<file path="config.mk">
export PLATFORM = sky130hd
export DESIGN_NAME = muldiv_unit
export DESIGN_NICKNAME = d
export VERILOG_FILES = /design/src/rtl/muldiv_unit.sv
export SDC_FILE = /design/constraint.sdc
export NUM_CORES = 1
export LEC_CHECK = 0
export CORE_ASPECT_RATIO = 1.25
export CORE_MARGIN = 4
export CORE_UTILIZATION = 63
export CTS_BUF_LIST = sky130_fd_sc_hd__clkbuf_8
export CTS_CLUSTER_DIAMETER = 40
export DETAILED_ROUTE_END_ITERATION = 8
export PLACE_DENSITY_LB_ADDON = 0.08
export SYNTH_ARGS = -nofsm -noshare
export SYNTH_HDL_FRONTEND = slang
export SYNTH_SLANG_ARGS = --single-unit
</file>
<file path="constraint.sdc">
create_clock -name clk -period 6.2 [get_ports clk]
set_input_delay 0.93 -clock clk [delete_from_list [all_inputs] [get_ports clk]]
set_output_delay 0.93 -clock clk [all_outputs]
set_load 0.02 [all_outputs]
</file>
<file path="src/rtl/muldiv_unit.sv">
// Iterative RV32M multiply/divide unit that drives the register file write port.
// A multiply does one shift-add step per cycle and a divide does one restoring
// shift-subtract step per cycle, each on operand magnitudes. The sign is
// applied once, when the result is formed. Divide by zero and signed overflow
// skip the iteration and finish in the cycle after the accept.
module muldiv_unit #(
    parameter int XLEN       = 32,
    parameter int REG_ADDR_W = 5
) (
    input  logic                  clk,
    input  logic                  reset_n,
    input  logic                  start,
    input  logic [2:0]            funct3,
    input  logic [XLEN-1:0]       operand_a,
    input  logic [XLEN-1:0]       operand_b,
    input  logic [REG_ADDR_W-1:0] rd,
    output logic                  busy,
    output logic                  done,
    output logic [REG_ADDR_W-1:0] write_address,
    output logic [XLEN-1:0]       write_data,
    output logic                  write_enable
);

    typedef enum logic [1:0] {IDLE, CALC, DONE} state_t;

    localparam int CNT_W = $clog2(XLEN);
    localparam logic [CNT_W-1:0] LAST_STEP = CNT_W'(XLEN - 1);
    localparam logic [XLEN-1:0]  INT_MIN   = {1'b1, {(XLEN-1){1'b0}}};

    state_t                  state, state_next;
    logic [CNT_W-1:0]        counter;
    logic [2:0]              funct3_q;
    logic [REG_ADDR_W-1:0]   rd_q;
    logic                    neg_q, rneg_q;
    logic [XLEN-1:0]         acc_hi, acc_lo, opnd;

    logic                    is_div, a_signed, b_signed, a_neg, b_neg;
    logic [XLEN-1:0]         a_mag, b_mag;
    logic                    div_by_zero, div_ovf, special;
    logic [XLEN-1:0]         special_result;

    logic [XLEN:0]           mul_sum, div_shift, div_diff;
    logic                    div_ok;
    logic [2*XLEN-1:0]       prod_next, prod_signed;
    logic [XLEN-1:0]         rem_next, quo_next, rem_signed, quo_signed, calc_result;

    logic                    done_d, we_d, busy_d;
    logic [REG_ADDR_W-1:0]   wa_d;
    logic [XLEN-1:0]         wd_d;

    // Operand decode at the accept point: signedness, magnitudes, special divides
    always_comb begin
        is_div      = funct3[2];
        a_signed    = is_div ? !funct3[0] : (funct3[1:0] != 2'b11);
        b_signed    = is_div ? !funct3[0] : !funct3[1];
        a_neg       = a_signed & operand_a[XLEN-1];
        b_neg       = b_signed & operand_b[XLEN-1];
        a_mag       = a_neg ? -operand_a : operand_a;
        b_mag       = b_neg ? -operand_b : operand_b;
        div_by_zero = is_div && (operand_b == '0);
        div_ovf     = is_div && !funct3[0] && (operand_a == INT_MIN) && (operand_b == '1);
        special     = div_by_zero || div_ovf;
        if (div_by_zero)
            special_result = funct3[1] ? operand_a : '1;
        else
            special_result = funct3[1] ? '0 : INT_MIN;
    end

    // One iteration step for both datapaths, plus the signed result of the final step
    always_comb begin
        mul_sum     = {1'b0, acc_hi} + (acc_lo[0] ? {1'b0, opnd} : '0);
        prod_next   = {mul_sum, acc_lo[XLEN-1:1]};
        div_shift   = {acc_hi, acc_lo[XLEN-1]};
        div_diff    = div_shift - {1'b0, opnd};
        div_ok      = !div_diff[XLEN];
        rem_next    = div_ok ? div_diff[XLEN-1:0] : div_shift[XLEN-1:0];
        quo_next    = {acc_lo[XLEN-2:0], div_ok};
        prod_signed = neg_q ? -prod_next : prod_next;
        quo_signed  = neg_q ? -quo_next : quo_next;
        rem_signed  = rneg_q ? -rem_next : rem_next;
        if (!funct3_q[2])
            calc_result = (funct3_q[1:0] == 2'b00) ? prod_signed[XLEN-1:0]
                                                    : prod_signed[2*XLEN-1:XLEN];
        else
            calc_result = funct3_q[1] ? rem_signed : quo_signed;
    end

    // State register
    always_ff @(posedge clk or negedge reset_n) begin
        if (!reset_n) state <= IDLE;
        else          state <= state_next;
    end

    // Next-state logic
    always_comb begin
        state_next = state;
        case (state)
            IDLE:    if (start) state_next = special ? DONE : CALC;
            CALC:    if (counter == LAST_STEP) state_next = DONE;
            DONE:    state_next = IDLE;
            default: state_next = IDLE;
        endcase
    end

    // Output logic: next values of the registered outputs
    always_comb begin
        busy_d = (state_next != IDLE);
        done_d = 1'b0;
        we_d   = 1'b0;
        wa_d   = write_address;
        wd_d   = write_data;
        case (state)
            IDLE: if (start && special) begin
                done_d = 1'b1;
                we_d   = (rd != '0);
                wa_d   = rd;
                wd_d   = special_result;
            end
            CALC: if (counter == LAST_STEP) begin
                done_d = 1'b1;
                we_d   = (rd_q != '0);
                wa_d   = rd_q;
                wd_d   = calc_result;
            end
            default: ;
        endcase
    end

    // Registered outputs
    always_ff @(posedge clk or negedge reset_n) begin
        if (!reset_n) begin
            busy          <= 1'b0;
            done          <= 1'b0;
            write_enable  <= 1'b0;
            write_address <= '0;
            write_data    <= '0;
        end else begin
            busy          <= busy_d;
            done          <= done_d;
            write_enable  <= we_d;
            write_address <= wa_d;
            write_data    <= wd_d;
        end
    end

    // Operand latch on accept, then one iteration per CALC cycle
    always_ff @(posedge clk or negedge reset_n) begin
        if (!reset_n) begin
            counter  <= '0;
            funct3_q <= '0;
            rd_q     <= '0;
            neg_q    <= 1'b0;
            rneg_q   <= 1'b0;
            acc_hi   <= '0;
            acc_lo   <= '0;
            opnd     <= '0;
        end else if (state == IDLE) begin
            if (start && !special) begin
                counter  <= '0;
                funct3_q <= funct3;
                rd_q     <= rd;
                neg_q    <= a_neg ^ b_neg;
                rneg_q   <= a_neg;
                acc_hi   <= '0;
                acc_lo   <= is_div ? a_mag : b_mag;
                opnd     <= is_div ? b_mag : a_mag;
            end
        end else if (state == CALC) begin
            counter <= counter + 1'b1;
            if (!funct3_q[2]) begin
                {acc_hi, acc_lo} <= prod_next;
            end else begin
                acc_hi <= rem_next;
                acc_lo <= quo_next;
            end
        end
    end

endmodule

</file>
==> results of run 1 <==
-- worst max-delay path, cell delays in order, from the launching register on --
cell and delay [ns]:
dfrtp_1 0.48, inv_1 0.12, ha_1 0.23, inv_1 0.07, fa_1 0.26, a211oi_2 0.11
o211a_1 0.29, o32a_1 0.37, buf_4 0.17, o21ai_2 0.20, o21a_2 0.35, nor2_4 0.07
inv_2 0.12, mux2i_1 0.31, ha_1 0.30, nand2_1 0.10, nor4_1 0.24, o21ai_0 0.15
o31a_1 0.21, or4_4 0.50, o41ai_2 0.36, xnor2_1 0.11, o221ai_1 0.22, o211ai_1 0.12
-- cell type report --
cell class | count | area share
multi-input cells | 1986 | 0.661
flip-flops and latches | 153 | 0.204
repair buffers | 145 | 0.0744
well taps | 345 | 0.0230
inverters | 68 | 0.0136
clock buffers | 18 | 0.0132
clock inverters | 14 | 0.0104
diodes | 1 | 0.000133
-- flip-flops by register name, summed over array words and instances (netlist names), 2 cells and up --
name and cells:
acc_hi 32, state 2, counter 5, opnd 32
funct3_q 3, write_address 5, acc_lo 32, write_data 32
rd_q 5
-- routing by layer --
layer  track usage  vias up
met5             0        -
met4         0.191        0
met3        0.0707      192
met2         0.627     1143
met1         0.543     8634
li1              -     8599
-- layout by cell type, fill, tap and decap left out, types with 14 or more instances in the layout --
cell / Yosys / routed
nor4_1: 25 / 25
nand3_1: 56 / 55
a211oi_1: 22 / 22
o31ai_1: 37 / 37
o221ai_1: 14 / 14
or2_2: 14 / 14
a31oi_1: 26 / 25
o211ai_1: 29 / 29
nand2_1: 224 / 224
mux2i_1: 69 / 69
xor2_1: 92 / 92
clkbuf_8: 0 / 18
or3_1: 29 / 29
ha_1: 72 / 72
and2_1: 17 / 17
inv_1: 66 / 67
nor3_1: 49 / 49
nor2_1: 301 / 300
mux2_2: 14 / 14
xnor2_1: 131 / 131
clkdlybuf4s50_1: 0 / 112
a21oi_1: 259 / 259
nand4_1: 22 / 22
buf_4: 0 / 30
dfrtp_1: 153 / 151
o21ai_0: 238 / 238
-- repair_timing --
action / CTS / global route
resized for setup: 0 / 1
hold endpoints to repair: 0 / 0
endpoints found under the setup margin: 0 / 1
-- how the worst max path moves through the flow --
stage | slack, ns | cells after the start | end
finish | 0.58 | 23 | write_data[30]$_DFFE_PN0P_
global route | 0.13 | 23 | write_data[30]$_DFFE_PN0P_
CTS | 0.49 | 23 | write_data[30]$_DFFE_PN0P_
detailed placement | 0.59 | 23 | write_data[30]$_DFFE_PN0P_
global placement | 0.75 | 23 | write_data[30]$_DFFE_PN0P_
floorplan | 0.83 | 24 | write_data[30]$_DFFE_PN0P_
-- cells by family after synthesis --
logic type               count (synthesis)  synth area share
AND/OR/NAND/NOR                        832             0.229
AO/OA/AOI/OAI                          773             0.274
buffers and inverters                  240            0.0540
XOR/XNOR                               223             0.114
flip-flops                             153             0.223
multiplexers                            84            0.0508
adder cells (fa/ha/maj)                 74            0.0549
-- stage by stage --
step / cells / util / setup WS [ns] / cell area [um2]
after floorplan: 2379 / - / 0.834 / 17100
after global placement: 2697 / 0.683 / 0.750 / 18300
after detailed placement: 2697 / 0.683 / 0.590 / 18300
after CTS: 2729 / 0.700 / 0.495 / 18800
after global routing: 2729 / 0.700 / 0.132 / 18800
final: 2730 / 0.700 / 0.577 / 18800
==> metrics.md, run 1 <==
| Metric | Value |
|---|---|
| Status | `finished, final reports clean` |
| Max cap viols | `0` |
| Synth warn | `0` |
| Post CTS Setup Buffer Count | `0` |
| Wire per inst | `approximately 22 um` |
| Sequential area share after synthesis | `0.223` |
| Critical path type | `reg -> reg` |
| DR iter-0 viols | `about 2300` |
| Num CTS Buffers | `17` |
| Boundary Pins | `~120` |
| Highest Clock Rate | `roughly 0.18 GHz` |
| Vias in the first global route | `around 17000` |
| Net Count, Synth | `~2500` |
| Met1 wire length | `between 20 and 25 mm` |
| Post-CTS Hold Fix Bufs | `0` |
| Total Routing Usage GR | `0.402` |
| Multi-input gate area | `12400 um2` |
| Worst min-delay path category | `in -> async` |
| Total core area | `26800 um2` |
| DR top layer | `met4` |
| EDFF count, synth | `0` |
| Die Y | `around 190 um` |
| Fill cell count | `roughly 2400` |
| H-tree depth | `4` |
| Initial Util | `0.639` |
| Final setup fails | `0` |
| Initial antenna violation count | `0` |
| First-pass GRT wire length | `between 90 and 100 mm` |
| Vias/cell | `a little under 7` |
| Yosys top cell area share | `0.223` |
| Commonest cells in the netlist | `nor2_1 (301), a21oi_1 (259), o21ai_0 (238)` |
| Sequential cell area | `roughly 3800 um2` |
| Final TNS setup | `0 ns` |
| Clk buf depth | `2` |
| Wire length on met2 | `27.4 mm` |
| Fin crit share | `0.907` |
| Yosys cell types | `90` |
| Share of cells above drive strength 1 | `0.0562` |
| Post-synthesis area per instance | `7.20 um2` |
| Root Driver | `clkbuf_8` |
| Clk_lat worst skew | `~0.49 ns` |
| Tmin final | `between 5 and 6 ns` |
| I/O Buffers | `about 110` |
| Number of synthesized register bits | `between 150 and 200` |
| Skew final | `~0.016 ns` |
| R2R Setup Slk | `between 0.5 and 0.6 ns` |
| Drt total wl | `between 60 and 70 mm` |
| Row count | `between 60 and 70` |
| Die area | `between 20000 and 30000 um2` |
| Critical path launch point type | `flop` |
| Data arrival, critical path | `roughly 6 ns` |
| Clock Sinks | `between 150 and 200` |
| Most numerous cell in the Yosys netlist | `nor2_1` |
| Remaining antenna violation count | `0` |
| Area contributors post-synth | `dfrtp_1 (22%), a21oi_1 (7.6%), o21ai_0 (6.9%)` |
| DRC | `0` |
| Largest net degree at the start of global routing | `85` |
| Synth Cell Area | `17100 um2` |
| R2R Path Start | `acc_lo[31]$_DFFE_PN0P_` |
| Total Nets Final | `roughly 2500` |
| Reg2reg end | `write_data[30]$_DFFE_PN0P_` |
| Crit path from | `acc_lo[31]$_DFFE_PN0P_` |
| WHS | `between 0.4 and 0.5 ns` |
| Worst-margin pin slew | `1.08 ns` |
| Worst Path Required | `between 6 and 7 ns` |
| Drt first pass iters | `6` |
| Max-slew headroom | `0.275` |
| Critical path capture point type | `flop` |
| Met3 WL | `6.37 mm` |
| Area Growth Syn to Fin | `9.58%` |
| CTS tree | `done` |
| Cell count after synthesis | `2379` |
| Max Slew Vio Count | `0` |
| Async S/R FF share, synth | `1.00` |
| Clk slew on worst S/H paths | `around 0.090 ns` |
| RSZ-0062 raised after global routing | `false` |
| DIE WIDTH | `156 um` |
| R2R depth | `23` |
| Vias | `approximately 19000` |
| Final hold vios | `0` |
| Detailed placer's ending HPWL | `between 40 and 50 mm` |
| Total grt overflow | `0` |
| CP Max Fanout | `15` |
| Dominant synthesized flop cell | `dfrtp_1` |
| RePlAce Congestion | `between 1 and 1.5` |
| Top cell type by total area after synthesis | `dfrtp_1` |
Power of run 1 is not shown: default switching activity piles up to over one toggle a cycle in this logic, so the estimate is an artifact.
==> run 2: changes to the inputs <==
--- a/config.mk
+++ b/config.mk
@@ -7,11 +7,13 @@
 export LEC_CHECK = 0
 export CORE_ASPECT_RATIO = 1.25
 export CORE_MARGIN = 4
-export CORE_UTILIZATION = 63
+export CORE_UTILIZATION = 68
 export CTS_BUF_LIST = sky130_fd_sc_hd__clkbuf_8
 export CTS_CLUSTER_DIAMETER = 40
 export DETAILED_ROUTE_END_ITERATION = 8
+export DONT_BUFFER_PORTS = 1
 export PLACE_DENSITY_LB_ADDON = 0.08
+export SKIP_LAST_GASP = 1
 export SYNTH_ARGS = -nofsm -noshare
 export SYNTH_HDL_FRONTEND = slang
 export SYNTH_SLANG_ARGS = --single-unit
==> metrics.md, run 2 (same netlist as run 1, synthesis figures left out) <==
| Metric | Value |
|---|---|
| CP peak stage delay | `0.71 ns` |
| Data arrival, critical path | `6.02 ns` |
| Critical path capture point type | `flop` |
| CTS tree | `done` |
| Skew final | `0.0135 ns` |
| Fin crit share | `0.911` |
| R2R depth | `17` |
| Root Driver | `clkbuf_8` |
| H-tree depth | `4` |
| WHS | `0.128 ns` |
| First-pass GRT wire length | `between 90 and 100 mm` |
| Die area | `27800 um2` |
| Total Nets Final | `2400` |
| Worst-margin pin slew | `about 1.1 ns` |
| Commonest non-fill, non-tap cell in the layout | `nor2_1` |
| Critical Path, Cell by Cell | `inv_1 -> ha_1 -> inv_1 -> fa_1 -> a211oi_2 -> o211a_1 -> o32a_1 -> o21ai_2 -> o21a_2 -> nor2_4 -> buf_4 -> mux2_2 -> or4_1 -> nor4_2 -> nor2_1 -> a2111oi_0 -> o31ai_1` |
| Remaining antenna violation count | `0` |
| Largest net degree at the start of global routing | `around 150` |
| Drt total wl | `between 60 and 70 mm` |
| Max cap viols | `0` |
| Util after Layout | `0.709` |
| Reg2reg end | `write_data[31]$_DFFE_PN0P_` |
| Initial Util | `0.695` |
| Clk buf depth | `2` |
| Wire per inst | `roughly 24 um` |
| Highest Clock Rate | `between 0.15 and 0.2 GHz` |
| Clk_lat worst skew | `roughly 0.50 ns` |
| Total grt overflow | `0` |
| Num CTS Buffers | `17` |
| Critical path type | `reg -> reg` |
| Max-slew headroom | `0.239` |
| Worst min-delay path category | `in -> async` |
| R2R Path Start | `acc_lo[31]$_DFFE_PN0P_` |
| Status | `finished, final reports clean` |
| Post CTS Setup Buffer Count | `0` |
| RePlAce Congestion | `around 1.1` |
| Crit-path most repeated cell | `inv_1` |
| Fill cell count | `approximately 2100` |
| Vias/cell | `a little over 7` |
| Most frequent cells in the layout | `nor2_1 (300), a21oi_1 (259), o21ai_0 (238)` |
| Initial antenna violation count | `4` |
| Clk slew on worst S/H paths | `0.09 ns` |
| Crit path from | `acc_lo[31]$_DFFE_PN0P_` |
| Critical path launch point type | `flop` |
| Row count | `64` |
| CP Max Fanout | `36` |
| Vias | `18300` |
| Final hold vios | `0` |
| Drt first pass iters | `8` |
| Share of cells above drive strength 1 | `0.0552` |
| Vias in the first global route | `roughly 17000` |
| DRC | `0` |
| Max Slew Vio Count | `0` |
| I/O Buffers | `0` |
| Detailed placer's ending HPWL | `about 46 mm` |
| Final TNS setup | `0 ns` |
| Area Growth Syn to Fin | `2.08%` |
| DR iter-0 viols | `between 2000 and 3000` |
| Final setup fails | `0` |
| Total Routing Usage GR | `0.436` |
| Slowest cell on the critical path | `or4_1` |
| RSZ-0062 raised after global routing | `false` |
| R2R Setup Slk | `0.55 ns` |
| Cts repair resizes | `0` |
| Tmin final | `around 5.6 ns` |
| Clock Sinks | `153` |
| Worst Path Required | `approximately 6.6 ns` |
| Total core area | `approximately 25000 um2` |
| Die Y | `186 um` |
| Boundary Pins | `approximately 120` |
| DIE WIDTH | `~150 um` |
| Post-CTS Hold Fix Bufs | `0` |
-- run 2: changes by cell type in the layout (fill, tap and decap cells not counted) --
cell,change
buf_12,-2
clkinv_2,+2
clkdlybuf4s50_1,-112
bufinv_16,-2
clkinvlp_4,+1
nand2_2,+1
inv_1,+2
inv_6,-2
nand2_1,-1
diode_2,+1
buf_4,-5
buf_6,-1
clkinv_4,-1
-- run 2: area by class of cell --
class                      count  area (um2)  share of cell area
inverter                      68         255              0.0146
antenna                        2        5.00            0.000286
multi-input combinational   1986       12400               0.710
sequential                   153        3830               0.219
clock inverter                14         134             0.00765
timing repair buffer          25         188              0.0107
tap                          330         413              0.0236
clock buffer                  18         248              0.0142
-- run 2: how the worst max path moves through the flow --
stage | slack [ns] | depth (start not counted) | to
after floorplan | 0.83 | 24 | write_data[30]$_DFFE_PN0P_
after global placement | 0.74 | 22 | write_data[30]$_DFFE_PN0P_
after detailed placement | 0.56 | 22 | write_data[30]$_DFFE_PN0P_
after CTS | 0.52 | 22 | write_data[30]$_DFFE_PN0P_
after global routing | 0.11 | 23 | write_data[30]$_DFFE_PN0P_
final | 0.55 | 17 | write_data[31]$_DFFE_PN0P_
-- run 2: critical path, delay by kind of cell (launching register included) --
kind,cells,cell delay [ns]
AOI/OAI and AO/OA,7,1.91
and+or+nand+nor,4,1.38
buffers and inverters,3,0.66
DFF,1,0.47
adders and majority gates,2,0.62
muxes,1,0.44
-- run 2: metal layers --
| metal | share of wire | track usage | vias to the layer above |
|---|---|---|---|
| met2 | 0.45 | 0.690 | 1194 |
| li1 | - | - | 8314 |
| met4 | 0.044 | 0.175 | 2 |
| met3 | 0.12 | 0.104 | 210 |
| met1 | 0.39 | 0.577 | 8565 |
| met5 | 0.00033 | 0 | - |
-- run 2: metrics by stage --
stage / area (um2) / std cells / setup WS (ns)
3_5_place_dp: 17100 / 2562 / 0.560
2_1_floorplan: 17100 / 2379 / 0.834
4_1_cts: 17500 / 2594 / 0.515
5_1_grt: 17500 / 2594 / 0.110
6_report: 17500 / 2596 / 0.550
3_3_place_gp: 17100 / 2562 / 0.742
Power of run 2 is left out for the same reason.
